<file path="config.mk">
export PLATFORM = sky130hd
export DESIGN_NAME = multdiv_ctrl
export DESIGN_NICKNAME = d
export VERILOG_FILES = /design/src/rtl/multdiv_ctrl_pkg.sv /design/src/rtl/multdiv_ctrl_negate32.sv /design/src/rtl/multdiv_ctrl.sv
export SDC_FILE = /design/constraint.sdc
export NUM_CORES = 1
export LEC_CHECK = 0
export BUFFER_PORTS_ARGS = -buffer_cell sky130_fd_sc_hd__buf_2
export CAP_MARGIN = 20
export CORE_ASPECT_RATIO = 1.1
export CORE_UTILIZATION = 60
export CTS_BUF_LIST = sky130_fd_sc_hd__clkbuf_2 sky130_fd_sc_hd__clkbuf_4 sky130_fd_sc_hd__clkbuf_8
export DETAILED_ROUTE_END_ITERATION = 8
export PLACE_DENSITY = 0.77
export SETUP_SLACK_MARGIN = 0.1
export SYNTH_ARGS = -nofsm -noshare
export SYNTH_HDL_FRONTEND = slang
export SYNTH_HIERARCHICAL = 1
export SYNTH_SLANG_ARGS = --single-unit
</file>
<file path="constraint.sdc">
create_clock -name clock -period 3.4 [get_ports clock]
set_input_delay 0.68 -clock clock [delete_from_list [all_inputs] [get_ports clock]]
set_output_delay 0.68 -clock clock [all_outputs]
set_load 0.02 [all_outputs]
</file>
<file path="src/rtl/multdiv_ctrl_pkg.sv">
// Shared constants, state encoding and op encoding for the sequential signed multiply/divide unit.
package multdiv_ctrl_pkg;

    localparam int unsigned MD_WIDTH = 32;
    localparam int unsigned MD_ITER  = 32;
    localparam int unsigned MD_CNT_W = $clog2(MD_ITER);

    typedef enum logic [2:0] {
        ST_IDLE  = 3'd0,
        ST_SETUP = 3'd1,
        ST_RUN   = 3'd2,
        ST_FIX   = 3'd3,
        ST_DONE  = 3'd4
    } md_state_e;

    typedef enum logic {
        OP_MUL = 1'b0,
        OP_DIV = 1'b1
    } md_op_e;

endpackage

</file>
<file path="src/rtl/multdiv_ctrl_negate32.sv">
// Two's-complement negation: bitwise invert plus one.
module negate32
    import multdiv_ctrl_pkg::*;
(
    input  logic [MD_WIDTH-1:0] i_a,
    output logic [MD_WIDTH-1:0] o_y
);

    assign o_y = ~i_a + MD_WIDTH'(1);

endmodule

</file>
<file path="src/rtl/multdiv_ctrl.sv">
// Sequential 32-bit signed multiply / divide: sign-magnitude setup, 32 shift-add or
// restoring-divide steps, then sign fix-up with a one-cycle completion strobe.
module multdiv_ctrl
    import multdiv_ctrl_pkg::*;
#(
    parameter int unsigned WIDTH = MD_WIDTH
) (
    input  logic             clock,
    input  logic             reset_n,
    input  logic             ctrl_MULT,
    input  logic             ctrl_DIV,
    input  logic [WIDTH-1:0] data_operandA,
    input  logic [WIDTH-1:0] data_operandB,
    output logic [WIDTH-1:0] data_result,
    output logic             data_exception,
    output logic             data_resultRDY,
    output logic             data_busy
);

    md_state_e              r_state;
    md_op_e                 r_op;
    logic [WIDTH-1:0]       r_opa;
    logic [WIDTH-1:0]       r_opb;
    logic [WIDTH-1:0]       r_a;
    logic [2*WIDTH-1:0]     r_acc;
    logic                   r_sign;
    logic [MD_CNT_W-1:0]    r_cnt;

    logic                   w_start;
    logic [WIDTH-1:0]       w_neg_a;
    logic [WIDTH-1:0]       w_neg_b;
    logic [WIDTH-1:0]       w_neg_q;
    logic [WIDTH-1:0]       w_mag_a;
    logic [WIDTH-1:0]       w_mag_b;
    logic [WIDTH:0]         w_sum;
    logic [WIDTH:0]         w_rem_sh;
    logic [WIDTH-1:0]       w_diff;
    logic                   w_ge;
    logic [2*WIDTH-1:0]     w_mul_step;
    logic [2*WIDTH-1:0]     w_div_step;
    logic [WIDTH-1:0]       w_signed_q;
    logic                   w_mul_ovf;
    logic [WIDTH-1:0]       w_fix_result;
    logic                   w_fix_exc;

    // Exactly one control high is a start; both high is treated as no request.
    assign w_start = ctrl_MULT ^ ctrl_DIV;

    negate32 u_neg_a   (.i_a(r_opa),            .o_y(w_neg_a));
    negate32 u_neg_b   (.i_a(r_opb),            .o_y(w_neg_b));
    negate32 u_neg_fix (.i_a(r_acc[WIDTH-1:0]), .o_y(w_neg_q));

    assign w_mag_a = r_opa[WIDTH-1] ? w_neg_a : r_opa;
    assign w_mag_b = r_opb[WIDTH-1] ? w_neg_b : r_opb;

    // r_acc holds {partial product, multiplier} or {remainder, quotient/dividend}.
    assign w_sum      = {1'b0, r_acc[2*WIDTH-1:WIDTH]} + {1'b0, r_a};
    assign w_mul_step = r_acc[0] ? {w_sum, r_acc[WIDTH-1:1]} : {1'b0, r_acc[2*WIDTH-1:1]};

    assign w_rem_sh   = {r_acc[2*WIDTH-1:WIDTH], r_acc[WIDTH-1]};
    assign w_ge       = (w_rem_sh >= {1'b0, r_a});
    assign w_diff     = w_rem_sh[WIDTH-1:0] - r_a;
    assign w_div_step = w_ge ? {w_diff, r_acc[WIDTH-2:0], 1'b1}
                             : {w_rem_sh[WIDTH-1:0], r_acc[WIDTH-2:0], 1'b0};

    // A negative product may reach -2^31; a positive one must stay below 2^31.
    assign w_signed_q = r_sign ? w_neg_q : r_acc[WIDTH-1:0];
    assign w_mul_ovf  = r_sign ? ((|r_acc[2*WIDTH-1:WIDTH]) || (r_acc[WIDTH-1] && (|r_acc[WIDTH-2:0])))
                               : (|r_acc[2*WIDTH-1:WIDTH-1]);

    always_comb begin
        w_fix_result = w_signed_q;
        w_fix_exc    = 1'b0;
        if (r_op == OP_MUL) begin
            w_fix_exc = w_mul_ovf;
        end else if ((r_a == '0) || (!r_sign && r_acc[WIDTH-1])) begin
            w_fix_result = '0;
            w_fix_exc    = 1'b1;
        end
    end

    always_ff @(posedge clock or negedge reset_n) begin
        if (!reset_n) begin
            r_state        <= ST_IDLE;
            r_op           <= OP_MUL;
            r_opa          <= '0;
            r_opb          <= '0;
            r_a            <= '0;
            r_acc          <= '0;
            r_sign         <= 1'b0;
            r_cnt          <= '0;
            data_result    <= '0;
            data_exception <= 1'b0;
            data_resultRDY <= 1'b0;
            data_busy      <= 1'b0;
        end else begin
            data_resultRDY <= 1'b0;
            if (w_start) begin
                r_state   <= ST_SETUP;
                r_op      <= ctrl_DIV ? OP_DIV : OP_MUL;
                r_opa     <= data_operandA;
                r_opb     <= data_operandB;
                data_busy <= 1'b1;
            end else begin
                case (r_state)
                    ST_IDLE: begin
                        data_busy <= 1'b0;
                    end
                    ST_SETUP: begin
                        r_sign  <= r_opa[WIDTH-1] ^ r_opb[WIDTH-1];
                        r_cnt   <= '0;
                        r_a     <= (r_op == OP_MUL) ? w_mag_a : w_mag_b;
                        r_acc   <= {{WIDTH{1'b0}}, ((r_op == OP_MUL) ? w_mag_b : w_mag_a)};
                        r_state <= ST_RUN;
                    end
                    ST_RUN: begin
                        r_acc <= (r_op == OP_MUL) ? w_mul_step : w_div_step;
                        r_cnt <= r_cnt + MD_CNT_W'(1);
                        if (r_cnt == MD_CNT_W'(MD_ITER - 1)) begin
                            r_state <= ST_FIX;
                        end
                    end
                    ST_FIX: begin
                        data_result    <= w_fix_result;
                        data_exception <= w_fix_exc;
                        data_resultRDY <= 1'b1;
                        r_state        <= ST_DONE;
                    end
                    ST_DONE: begin
                        data_busy <= 1'b0;
                        r_state   <= ST_IDLE;
                    end
                    default: begin
                        data_busy <= 1'b0;
                        r_state   <= ST_IDLE;
                    end
                endcase
            end
        end
    end

endmodule
</file>
==> impl_metrics.toml <==
[final_layout]
mostFrequentLayoutCell = "sky130_fd_sc_hd__nand2_1"
num-nets-final = 2229
antenna-diode-count = 0
flow.area_growth_from_synthesis_pct = 10.48
layout_cell_share_with_drive_strength_beyond_1_pct = 13.89
most-common-layout-cells = "sky130_fd_sc_hd__nand2_1, sky130_fd_sc_hd__dfrtp_1, sky130_fd_sc_hd__a21oi_1"

[cts]
clock-sinks = 205
clkLatencyLatePin_ns = 0.56
cts_tree = "done"
cts_hold_buf = 0
cts_buffers = 37
clkSlewWorstSetupHoldPaths_ns = 0.06
cts.root.buffer_cell = "sky130_fd_sc_hd__clkbuf_8"
ctsHtreeMaxLevel = 2
max_root_sink_buffers = 3

[grt]
grt.met3_usage_pct = 5.086
grt_pass1_vias = 13890
pin_count_of_the_biggest_net_entering_global_routing = 132
top_usage_layer = "met2"
use_met2_pct = 54.92
globalRouteTotalUtil_pct = 34.32
fraction_of_met1_tracks_used_by_global_routing_pct = 46.62
antenna_violations_before_repair = 1
grt_pass1_wl_um = 73850
grt_remaining_overflow = 0

[yosys]
async_reset_ff_share_pct = 100.0
postSynth.topFlopCell = "sky130_fd_sc_hd__dfrtp_1"
synthesis.nets = 2157
synth_top_area_cell = "sky130_fd_sc_hd__dfrtp_1"
netlist_area_um2 = 16190
yosys.cell_types.count = 81
synth-edff-count = 0
syn_inst = 2018
synth.yosys.seq_area_share_pct = 31.68
yosys_warnings = 6
synthesis.area_per_instance_um2 = 8.024
synth_top_cells_by_area = "sky130_fd_sc_hd__dfrtp_1, sky130_fd_sc_hd__nand2_1, sky130_fd_sc_hd__mux2i_1, sky130_fd_sc_hd__a21oi_1, sky130_fd_sc_hd__xnor2_1"
number_of_synthesized_register_bits = 205
synth_top_cell_area_share_pct = 31.68

[power_and_ir_drop]
peakVddDrop_v = 0.0004285
p_per_area_nw_per_um2 = 839.4
lkg_pwr_uw = 0.008273
total_power_uw = 15020

[critical_path]
critPathKind = "flop to flop"
crit_path_max_fanout = 6
cp.required_ns = 3.82
worst_ep_arrival_time_ns = 3.58
worst_setup_path_end_kind = "flop"
critical_path.startpoint_type = "flop"

[sta]
final-hold-violation-count = 0
worst-slew-pin-transition_ns = 1.001
clock_skew_ns = 0.03730
maxSlewViolCount = 0
portion_of_the_clock_cycle_consumed_by_the_worst_path_in_the_final_layout_pct = 92.97
layout_min_cycle_time_ns = 3.161
fin_tns_setup_ns = 0
maxSlewHeadroom_pct = 33.27
achievable-frequency_mhz = 316.4
setup_viol = 0
rsz0062_at_grt = "true"

[drt]
drtPass1Iterations = 6
vias_per_cell = 6.166
route.detailed.drc = 0
via_count = 15218
detail_route.wirelength_um = 46770
drtAntennaViolNets = 0
wl_per_cell_um = 18.95
detail_route.iter0.violations = 1532

[floorplanning]
num_io_pins = 103
die_area_um2 = 27650
floorplan.die.width_um = 158.6
initial_utilization_pct = 61.58
core_area_um2 = 26300
placementRows = 62
die_h_um = 174.3

[placed_design]
dp.final_hpwl_um = 34570
io_buffers = 102
globalplace.congestion = 0.9381

[min_path]
hold_class = "input pin to asynchronous set/reset pin"

[job]
max_cap_violations = 0

[run_status]
outcome = "finished clean"
-- layout make-up --
| cell class | instances | area (µm²) |
|---|---|---|
| clock buffers | 54 | 674.4 |
| clock inverters | 11 | 116.4 |
| fillers | 2243 | 8408 |
| inverters | 59 | 221.5 |
| multi-input cells | 1641 | 10390 |
| flip-flops and latches | 205 | 5137 |
| well taps | 352 | 440.4 |
| repair buffers | 146 | 912.1 |
-- critical path, cell delays in order (launching register included) --
cell and delay, ns:
sky130_fd_sc_hd__dfrtp_1 0.45, sky130_fd_sc_hd__inv_1 0.14, sky130_fd_sc_hd__ha_1 0.23, sky130_fd_sc_hd__inv_1 0.07, sky130_fd_sc_hd__fa_1 0.45, sky130_fd_sc_hd__a211oi_2 0.27, sky130_fd_sc_hd__o21ai_0 0.13, sky130_fd_sc_hd__o211ai_1 0.15
sky130_fd_sc_hd__buf_4 0.17, sky130_fd_sc_hd__a21bo_2 0.14, sky130_fd_sc_hd__a21o_1 0.14, sky130_fd_sc_hd__nand2_1 0.08, sky130_fd_sc_hd__o221a_2 0.29, sky130_fd_sc_hd__o21a_1 0.20, sky130_fd_sc_hd__a2bb2oi_2 0.12
-- where the power goes --
part / switching, µW / internal (µW) / total [µW]
clock: 1090 / 1430 / 2520
sequential: 1340 / 3200 / 4550
combinational: 4730 / 3220 / 7950
total: 7160 / 7860 / 15000
-- kinds of logic after synthesis --
kind of cell	Yosys count	synth area share [%]
xor gates and xnor gates	146	7.897
adders and majority gates	72	5.641
AOI/OAI and AO/OA	500	18.92
muxes	123	7.750
and+or+nand+nor	800	23.53
DFF	205	31.68
buffers and inverters	172	4.582
-- cells in the mapped netlist, drive strengths merged, types with 4 or more instances --
| cell type | n |
|---|---|
| o221ai | 10 |
| inv | 59 |
| a21oi | 196 |
| o21bai | 8 |
| xor2 | 45 |
| clkbuf | 79 |
| nor2b | 10 |
| o31ai | 8 |
| nand2 | 366 |
| nor2 | 189 |
| and3 | 8 |
| nand3b | 5 |
| nor3b | 4 |
| ha | 69 |
| mux2 | 19 |
| and2 | 5 |
| or4 | 9 |
| or3 | 19 |
| o21ai | 134 |
| xnor2 | 101 |
| a31oi | 14 |
| nor3 | 40 |
| a21o | 25 |
| o21a | 11 |
| dfrtp | 205 |
| o211a | 11 |
| a211oi | 30 |
| a32o | 5 |
| nand2b | 20 |
| mux2i | 104 |
| o211ai | 10 |
| nand3 | 28 |
| nand4 | 22 |
| nor4 | 64 |
| buf | 34 |
-- registers in the layout, indices dropped and copies added, names as in the netlist, 3 cells and up --
name / cells
r_opb: 32
r_a: 32
r_acc: 64
data_result: 32
r_cnt: 5
r_opa: 32
r_state: 3
-- through the flow --
stage / cell area (µm²) / instances / hold slack (ns) / setup WS, ns / util [%]
after CTS: 17850 / 2467 / 0.1839 / 0.1198 / 67.89
final: 17890 / 2468 / 0.1612 / 0.2391 / 68.03
after global routing: 17890 / 2468 / 0.2227 / 0.09626 / 68.03
after detailed placement: 17060 / 2402 / 0.4646 / 0.1464 / 64.89
after global placement: 17060 / 2402 / 0.4578 / 0.2603 / 64.89
after floorplan: 16190 / 2018 / 0.3844 / 0.6316 / -
-- timing repair --
| action | CTS | global route |
|---|---|---|
| setup buffers | 0 | 1 |
| pin swaps | 0 | 2 |
| endpoints found under the hold margin | 0 | 0 |
| gates resized for setup | 1 | 9 |
| setup endpoints to repair | 1 | 21 |
-- final timing paths --
path | startpoint | endpoint | slack (ns) | cells past startpoint
hold / removal | reset_n | r_acc[9] | 0.16 | 1
setup / recovery | r_acc[31] | r_acc[62] | 0.24 | 14
max in group asynchronous | reset_n | r_acc[50] | 2.31 | 2
hold reg to reg | data_result[4] | data_result[4] | 0.47 | 2
setup reg to reg | r_acc[31] | r_acc[62] | 0.24 | 14
min in group clock | data_operandB[9] | r_opb[9] | 0.31 | 3
-- per-layer routing --
layer	part of all wire [%]	wire, µm
met1	43	20090
met3	7.0	3267
met2	46	21700
met5	0.028	13
met4	3.7	1710
Note: power is estimated with default switching activity, not from simulation.
